`src/rtl/serial_shift_unit_pkg.sv`:
```
// rtl/serial_shift_unit_pkg.sv - shared constants and types for the serial shift unit
//
// Purpose: operation encodings, FSM state type, default widths and the
// op-validity helper shared by the interface, top and step shifter.
package shift_unit_pkg;

  localparam int DEF_WIDTH   = 32;
  localparam int DEF_SHAMT_W = 5;

  localparam logic [2:0] OP_SLL = 3'b000;
  localparam logic [2:0] OP_SRL = 3'b001;
  localparam logic [2:0] OP_SRA = 3'b010;
  localparam logic [2:0] OP_ROR = 3'b011;
  localparam logic [2:0] OP_ROL = 3'b100;
  // Codes 101..111 are NOPs; 111 is the value held in the op latch after reset.
  localparam logic [2:0] OP_NOP = 3'b111;

  typedef enum logic [1:0] {
    ST_IDLE  = 2'd0,
    ST_SHIFT = 2'd1,
    ST_DONE  = 2'd2
  } state_e;

  function automatic logic op_is_valid(input logic [2:0] op);
    return (op <= OP_ROL);
  endfunction

endpackage

```
`src/rtl/serial_shift_unit_if.sv`:
```
// rtl/serial_shift_unit_if.sv - start/busy/done handshake and data bus of the shift unit
//
// Purpose: bundles the control-FSM request (start, op, shamt, data_in) and the
// unit's status/result (busy, done, data_out).
// Modports:
//   master - control side: drives start/op/shamt/data_in, observes busy/done/data_out
//   slave  - shift unit:   observes the request, drives busy/done/data_out
interface serial_shift_unit_if #(
  parameter int WIDTH   = shift_unit_pkg::DEF_WIDTH,
  parameter int SHAMT_W = shift_unit_pkg::DEF_SHAMT_W
);

  logic               start;
  logic [2:0]         op;
  logic [SHAMT_W-1:0] shamt;
  logic [WIDTH-1:0]   data_in;
  logic               busy;
  logic               done;
  logic [WIDTH-1:0]   data_out;

  modport master (
    output start, op, shamt, data_in,
    input  busy, done, data_out
  );

  modport slave (
    input  start, op, shamt, data_in,
    output busy, done, data_out
  );

endinterface

```
`src/rtl/serial_shift_unit_step.sv`:
```
// rtl/serial_shift_unit_step.sv - combinational single-bit shift/rotate step
//
// Purpose: computes one 1-bit step of the selected operation.
// Ports:
//   op_i    - operation code (SLL/SRL/SRA/ROR/ROL, others pass through)
//   value_i - current shift-register value
//   value_o - value after one step
module shift_step
  import shift_unit_pkg::*;
#(
  parameter int WIDTH = DEF_WIDTH
) (
  input  logic [2:0]       op_i,
  input  logic [WIDTH-1:0] value_i,
  output logic [WIDTH-1:0] value_o
);

  always_comb begin
    value_o = value_i;
    case (op_i)
      OP_SLL:  value_o = {value_i[WIDTH-2:0], 1'b0};
      OP_SRL:  value_o = {1'b0, value_i[WIDTH-1:1]};
      OP_SRA:  value_o = {value_i[WIDTH-1], value_i[WIDTH-1:1]};
      OP_ROR:  value_o = {value_i[0], value_i[WIDTH-1:1]};
      OP_ROL:  value_o = {value_i[WIDTH-2:0], value_i[WIDTH-1]};
      default: value_o = value_i;
    endcase
  end

endmodule

```
`src/rtl/serial_shift_unit.sv`:
```
// rtl/serial_shift_unit.sv - multicycle one-bit-per-clock shift datapath
//
// Purpose: shifts/rotates an operand by N bits, one bit per clock, under a
// start/busy/done handshake. The shift register doubles as data_out and holds
// the result until the next accepted start.
// Ports:
//   clk   - system clock, rising edge
//   reset - asynchronous active-low reset
//   bus   - slave side of serial_shift_unit_if (start/op/shamt/data_in in,
//           busy/done/data_out out)
module serial_shift_unit
  import shift_unit_pkg::*;
#(
  parameter int WIDTH   = DEF_WIDTH,
  parameter int SHAMT_W = DEF_SHAMT_W
) (
  input  logic               clk,
  input  logic               reset,
  serial_shift_unit_if.slave bus
);

  state_e             state_q, state_d;
  logic [WIDTH-1:0]   shreg_q, shreg_d;
  logic [SHAMT_W-1:0] count_q, count_d;
  logic [2:0]         op_q,    op_d;
  logic [WIDTH-1:0]   step_value;

  shift_step #(.WIDTH(WIDTH)) u_step (
    .op_i    (op_q),
    .value_i (shreg_q),
    .value_o (step_value)
  );

  always_comb begin
    state_d = state_q;
    shreg_d = shreg_q;
    count_d = count_q;
    op_d    = op_q;
    case (state_q)
      ST_IDLE, ST_DONE: begin
        if (bus.start) begin
          shreg_d = bus.data_in;
          op_d    = bus.op;
          count_d = bus.shamt;
          // Zero shifts and NOP codes skip SHIFT entirely, so data_out is data_in.
          state_d = ((bus.shamt != '0) && op_is_valid(bus.op)) ? ST_SHIFT : ST_DONE;
        end else if (state_q == ST_DONE) begin
          state_d = ST_IDLE;
        end
      end
      ST_SHIFT: begin
        // start is ignored here; the running shift is never disturbed.
        shreg_d = step_value;
        count_d = count_q - 1'b1;
        if (count_q == SHAMT_W'(1)) begin
          state_d = ST_DONE;
        end
      end
      default: state_d = ST_IDLE;
    endcase
  end

  always_ff @(posedge clk or negedge reset) begin
    if (!reset) begin
      state_q <= ST_IDLE;
      shreg_q <= '0;
      count_q <= '0;
      op_q    <= OP_NOP;
    end else begin
      state_q <= state_d;
      shreg_q <= shreg_d;
      count_q <= count_d;
      op_q    <= op_d;
    end
  end

  assign bus.busy     = (state_q == ST_SHIFT);
  assign bus.done     = (state_q == ST_DONE);
  assign bus.data_out = shreg_q;

endmodule

```
`src/flat_wrapper.sv`:
```
// flat-port wrapper written by rule: the top's interface ports become plain ports
module serial_shift_unit_flat import shift_unit_pkg::*;
#(
  parameter int WIDTH   = DEF_WIDTH,
  parameter int SHAMT_W = DEF_SHAMT_W
)
  (clk, reset, bus_start, bus_op, bus_shamt, bus_data_in, bus_busy, bus_done, bus_data_out);
  serial_shift_unit_if #(.WIDTH(WIDTH), .SHAMT_W(SHAMT_W)) bus_i ();
  input  logic clk;
  input  logic reset;
  input wire logic [$bits(bus_i.start)-1:0] bus_start;
  input wire logic [$bits(bus_i.op)-1:0] bus_op;
  input wire logic [$bits(bus_i.shamt)-1:0] bus_shamt;
  input wire logic [$bits(bus_i.data_in)-1:0] bus_data_in;
  output wire logic [$bits(bus_i.busy)-1:0] bus_busy;
  output wire logic [$bits(bus_i.done)-1:0] bus_done;
  output wire logic [$bits(bus_i.data_out)-1:0] bus_data_out;
  assign bus_i.start = bus_start;
  assign bus_i.op = bus_op;
  assign bus_i.shamt = bus_shamt;
  assign bus_i.data_in = bus_data_in;
  assign bus_busy = bus_i.busy;
  assign bus_done = bus_i.done;
  assign bus_data_out = bus_i.data_out;
  serial_shift_unit #(.WIDTH(WIDTH), .SHAMT_W(SHAMT_W)) u_core (.clk(clk), .reset(reset), .bus(bus_i));
endmodule
```
`config.mk`:
```
export PLATFORM = sky130hd
export DESIGN_NAME = serial_shift_unit_flat
export DESIGN_NICKNAME = d
export VERILOG_FILES = /design/src/rtl/serial_shift_unit_pkg.sv /design/src/rtl/serial_shift_unit_if.sv /design/src/rtl/serial_shift_unit_step.sv /design/src/rtl/serial_shift_unit.sv /design/src/flat_wrapper.sv
export SDC_FILE = /design/constraint.sdc
export NUM_CORES = 1
export LEC_CHECK = 0
export CAP_MARGIN = 40
export CORE_ASPECT_RATIO = 1.2
export CORE_MARGIN = 3
export CORE_UTILIZATION = 40
export DETAILED_ROUTE_END_ITERATION = 12
export PLACE_DENSITY = 0.73
export SYNTH_ARGS = -nofsm -noshare
export SYNTH_HDL_FRONTEND = slang
export SYNTH_SLANG_ARGS = --single-unit
```
`constraint.sdc`:
```
create_clock -name clk -period 3.99 [get_ports clk]
set_input_delay 0.399 -clock clk [delete_from_list [all_inputs] [get_ports clk]]
set_output_delay 0.399 -clock clk [all_outputs]
set_load 0.02 [all_outputs]
```
==> results.cfg, run 1 <==
[worst_setup_path]
worst_ep_arrival_time_ps = 1840
critPathMaxFanout = 8
crit_path_end_kind = primary output
reg2reg_depth = 4
startpoint_type = flip-flop
worst_setup_path_endpoint = bus_busy
rrSetupSlack_ps = 2070
cp-startpoint = u_core.state_q[1]
r2r-end = u_core.bus.data_out[2]
timing.rr.start = u_core.state_q[1]
cp_data_required_time_ps = 3590
critPathKind = flip-flop to primary output

[run]
cap_violations = 0

[timing]
setup_viol = 0
finalClockSkew_ps = 6.53
fmax_mhz = 448
slew_violations = 0
grt_setup_unrepaired = no
period_share_pct = 56.0
fin_tns_setup_ps = 0
max_slew_margin_pct = 60.6
tightestPinTransition_ps = 591
min_period_ps = 2230
hold_violations = 0

[clocking]
clock-sinks = 42
cts_hold_buffers = 1
post_cts_buffers = 0
path_clk_slew_ps = 80
cts.repair.resized = 0
clock_latency_ps = 290
cts_tree = done
cts_buffers = 5
cts-root-buf = clkbuf_8
clock_path_buffers = 2
htreeDepth = 2

[layout]
final_common_cell = clkdlybuf4s50_1
antenna_cells = 0
fill_cells = 427
drive_gt1_share_pct = 8.30
syn2layout_area_growth_pct = 44.0
mostFrequentLayoutCells = clkdlybuf4s50_1 (75), dfrtp_1 (39), o221a_1 (31), o22a_1 (30), nand2_1 (13)
final_core_util_pct = 61.3
finalNetCount = 297

[floorplan]
rows = 28
start_util_pct = 42.6
die_h_um = 86.3
io_pins = 77
design.die.area_sq_mm = 0.00629
core_area_sq_mm = 0.00504
die_w_um = 72.9

[pwr]
power_density_mw_per_mm2 = 908
power_frac_comb_pct = 52.9
ir_drop_mv = 0.454
pwr-share-clk_pct = 14.7
pwr-share-seq_pct = 32.4
power.internal_mw = 1.71
p_sw_mw = 1.10
leakage_nw = 1.15
switching_share_pct = 39.2

[synth]
avgSynthCellArea_sq_um = 11.9
synth_cell_type_count = 36
ys_warn_count = 0
netlist_area_sq_mm = 0.00215
syn_inst = 180
ys_seq_elements = 42
syn-num-nets = 225
yosys.area.top_type = dfrtp_1
ys_seq_area_share_pct = 49.1
synthTopCellsByArea = dfrtp_1 (45%), o221a_1 (16%), o22a_1 (12%)
synth_top_area_share_pct = 45.4

[route]
drc_errors = 0
drt_pass1_iterations = 4
viasPerCell = 5.88
routed_wl_um = 5490
drtIter0Drc = 118
vias = 1839
drtAntennaViolNets = 0
post_drt_wl_per_cell_um = 17.5

[grt]
grt_max_degree = 42
antenna_found_initial = 0
grt_pass1_vias = 1805
track_usage_pct = 17.3
grt_pass1_wl_um = 8730
gr-total-overflow = 0

[place]
globalplace.congestion = 0.806
dp_hpwl_um = 3920
io_buffers = 76

[min_path]
hold_path_depth = 2
hp-class = flip-flop to flip-flop

[status]
outcome = finished, final reports clean
registers in the layout (all words and copies together), names as in the netlist:
name / count
u_core.op_q: 3
u_core.bus.data_out: 32
u_core.count_q: 5
u_core.state_q: 2
how the worst min path moves through the flow:
stage / startpoint / to / slack [ps]
after floorplan: reset / u_core.bus.data_out[0] / 100
after global placement: u_core.op_q[1] / u_core.op_q[1] / 480
after detailed placement: reset / u_core.bus.data_out[23] / 290
after CTS: u_core.op_q[1] / u_core.op_q[1] / 500
after global routing: u_core.op_q[1] / u_core.op_q[1] / 520
final: u_core.op_q[1] / u_core.op_q[1] / 500
cells in the mapped netlist:
cell type  number
a211oi_1        2
a21oi_1         1
a221oi_1        1
a22o_1          1
a311oi_1        2
a31oi_1         1
and2b_1         2
buf_2           8
buf_6           4
clkbuf_1        4
dfrtp_1        39
dfstp_2         3
ha_1            2
inv_1           3
inv_2           1
mux2_1          1
mux2_2          2
nand2_1        13
nand2b_1        5
nand3_1         2
nand3b_1        1
nor2_1          4
nor2b_1         1
nor3_1          2
nor4b_1         2
o211ai_1        1
o21a_1          1
o21ai_0         3
o21ai_1         1
o221a_1        31
o221ai_1        1
o22a_1         30
o22ai_1         2
or3_4           1
or4_1           1
or4b_1          1
final cells by class:
type	instances	area, sq um	share of cell area (%)
repair buffers	81	823	26.6
multi-input cells	118	982	31.8
clock inverters	2	60.1	1.94
clock buffers	6	82.6	2.67
inverters	4	15.0	0.485
well taps	60	75.1	2.43
flip-flops and latches	42	1050	34.1
per-stage QoR:
stage	setup WS, ps	total power [mW]	area (sq um)	std cells	hold WS (ps)
after global placement	1740	2.33	2890	301	484
after CTS	1740	2.83	3090	313	497
after detailed placement	1760	2.40	2940	304	292
after global routing	1640	2.98	3090	313	518
final	1760	2.81	3090	313	496
after floorplan	2460	1.85	2150	180	103
cell families (layout without fill, tap and decap cells):
| logic type | count (synthesis) | in the layout | synth area share, % |
|---|---|---|---|
| compound gates | 78 | 78 | 34.0 |
| fa+ha+maj | 2 | 2 | 1.16 |
| buf+inv | 20 | 93 | 5.36 |
| flops | 42 | 42 | 49.1 |
| mux | 3 | 3 | 1.57 |
| simple gates | 35 | 35 | 8.85 |
power by group through the flow:
stage / Sequential (mW) / Combinational [mW] / Clock (mW)
final: 0.909 / 1.49 / 0.414
after global routing: 0.945 / 1.60 / 0.439
after CTS: 0.906 / 1.50 / 0.423
after detailed placement: 0.913 / 1.49 / 0
after global placement: 0.913 / 1.42 / 0
after floorplan: 1.05 / 0.807 / 0
worst max-delay path, cell delays in order, from the launching register on:
cell	delay, ps
dfrtp_1	420
nand2b_1	310
inv_2	190
clkdlybuf4s50_1	630
metal layers:
layer	global-route usage, %	wire length (um)
met1	23.5	2470
met2	28.4	2690
met3	3.83	289
met4	3.86	41
met5	0	0
Note: power is estimated with default switching activity, not from simulation.
==> run 2, diff against run 1 <==
Settings changed: PLACE_DENSITY 0.73 to 0.76.
Clock period 3.99 ns to 1.9 ns, I/O delays scaled along.
==> run 2 against run 1 <==
Design area fell by 1.2%. Die area did not move. Worst hold slack worse by 160 ps. Via count increased by 0.60%. Worst setup slack worse by 1600 ps. Core utilization decreased by 0.72 points. Non-clock buffer count up 5. Count of clock-buffer cells in the layout down 1. Power grew 100%. Critical path depth fell by 1. Clock skew barely moved. Critical endpoint is now bus_done. Highest routed layer unchanged.
==> results.cfg, run 2 (same netlist as run 1, synthesis figures left out) <==
[timing]
min_period_ps = 1760
fin_tns_setup_ps = 0
tightestPinTransition_ps = 532
hold_violations = 0
grt_setup_unrepaired = no
setup_viol = 0
max_slew_margin_pct = 64.0
fmax_mhz = 569
period_share_pct = 92.6
finalWorstSetupSlack_ps = 141
slew_violations = 0
finalClockSkew_ps = 6.90

[clocking]
post_cts_buffers = 0
path_clk_slew_ps = 80
cts-root-buf = clkbuf_8
cts_buffers = 5
htreeDepth = 2
clock_latency_ps = 290
clock-sinks = 42
cts_tree = done
clock_path_buffers = 2

[pwr]
power_density_mw_per_mm2 = 1840
finalPower_mw = 5.62
leakage_nw = 1.15
ir_drop_mv = 0.974

[floorplan]
core_area_sq_mm = 0.00504
start_util_pct = 42.6
rows = 28
design.die.area_sq_mm = 0.00629
die_w_um = 72.9
io_pins = 77
die_h_um = 86.3

[route]
drc_errors = 0
drtIter0Drc = 98
post_drt_wl_per_cell_um = 17.9
viasPerCell = 5.84
routed_wl_um = 5670
drtAntennaViolNets = 0
drt_pass1_iterations = 4
vias = 1850

[place]
dp_hpwl_um = 4150
io_buffers = 76
post-place-ws_ps = 198
globalplace.congestion = 0.808

[worst_setup_path]
startpoint_type = flip-flop
cp_data_required_time_ps = 1710
critPathMaxFanout = 8
critPathKind = flip-flop to primary output
crit_path_end_kind = primary output
rrSetupSlack_ps = 240
worst_ep_arrival_time_ps = 1570

[layout]
drive_gt1_share_pct = 10.1
mostFrequentLayoutCells = clkdlybuf4s50_1 (74), dfrtp_1 (39), o221a_1 (31), o22a_1 (30), nand2_1 (13)
syn2layout_area_growth_pct = 42.3
multi_input_area_sq_um = 985
regArea_sq_mm = 0.00105
final_common_cell = clkdlybuf4s50_1
largest_reg_flops = 32
antenna_cells = 0
fill_cells = 449
finalNetCount = 302

[status]
outcome = finished, final reports clean

[grt]
grt_pass1_vias = 1835
grt_pass1_wl_um = 9400
grt.met3_usage_pct = 4.99
grt.busiest_layer = met2
track_usage_pct = 19.2
gr-total-overflow = 0
grtUsageMet2_pct = 31.3
grt_util_met1_pct = 25.4
antenna_found_initial = 0
grt_max_degree = 32

[run]
cap_violations = 0

[min_path]
hp-class = primary input to asynchronous set/reset pin
[run 2: cell type report]
| class | count | area share [%] |
|---|---|---|
| sequential | 42 | 34.5 |
| multi-input combinational | 118 | 32.2 |
| timing repair buffer | 86 | 27.8 |
| tap | 60 | 2.46 |
| clock buffer | 5 | 2.25 |
| inverter | 4 | 0.491 |
| clock inverter | 2 | 0.327 |
[run 2: metal layers]
| metal | vias to the layer above | part of all wire, % |
|---|---|---|
| met5 | - | 0 |
| met4 | 0 | 0.95 |
| met3 | 6 | 5.5 |
| met2 | 53 | 49 |
| met1 | 910 | 44 |
| li1 | 881 | - |
[run 2: repair_timing]
| action | 4_1_cts | 5_1_grt |
|---|---|---|
| setup endpoints to repair | 1 | 1 |
| gates resized for setup | 1 | 1 |
| hold endpoints to repair | 14 | 0 |
| hold buffers | 1 | 0 |
[run 2: path summary, 6_finish.rpt]
check	depth (start not counted)	startpoint	to
setup reg to reg	3	u_core.state_q[1]	u_core.bus.data_out[7]
hold reg to reg	2	u_core.op_q[1]	u_core.op_q[1]
max in group asynchronous	3	reset	u_core.op_q[0]
hold / removal	2	reset	u_core.bus.data_out[23]
min in group clk	3	bus_op[1]	u_core.op_q[1]
setup / recovery	2	u_core.state_q[0]	bus_done
[run 2: metrics by stage]
| stage | hold slack [ps] | std cells | util (%) | cell area [sq um] |
|---|---|---|---|---|
| floorplan | -106 | 180 | - | 2150 |
| global placement | 106 | 309 | 58.7 | 2960 |
| detailed placement | 111 | 309 | 58.7 | 2960 |
| CTS | 333 | 317 | 60.5 | 3050 |
| global route | 357 | 317 | 60.6 | 3060 |
| finish | 335 | 317 | 60.6 | 3060 |
[run 2: critical path, stage by stage, from the launching register on]
cell             delay (ps)
dfrtp_1                 460
and2b_1                 230
clkdlybuf4s50_1         590
[run 2: power by group]
| group | leakage, nW | total [mW] | internal, mW | switching, mW |
|---|---|---|---|---|
| logic | 0.637 | 3.17 | 1.68 | 1.49 |
| clock network | 0.0438 | 0.531 | 0.246 | 0.285 |
| registers | 0.468 | 1.92 | 1.38 | 0.541 |
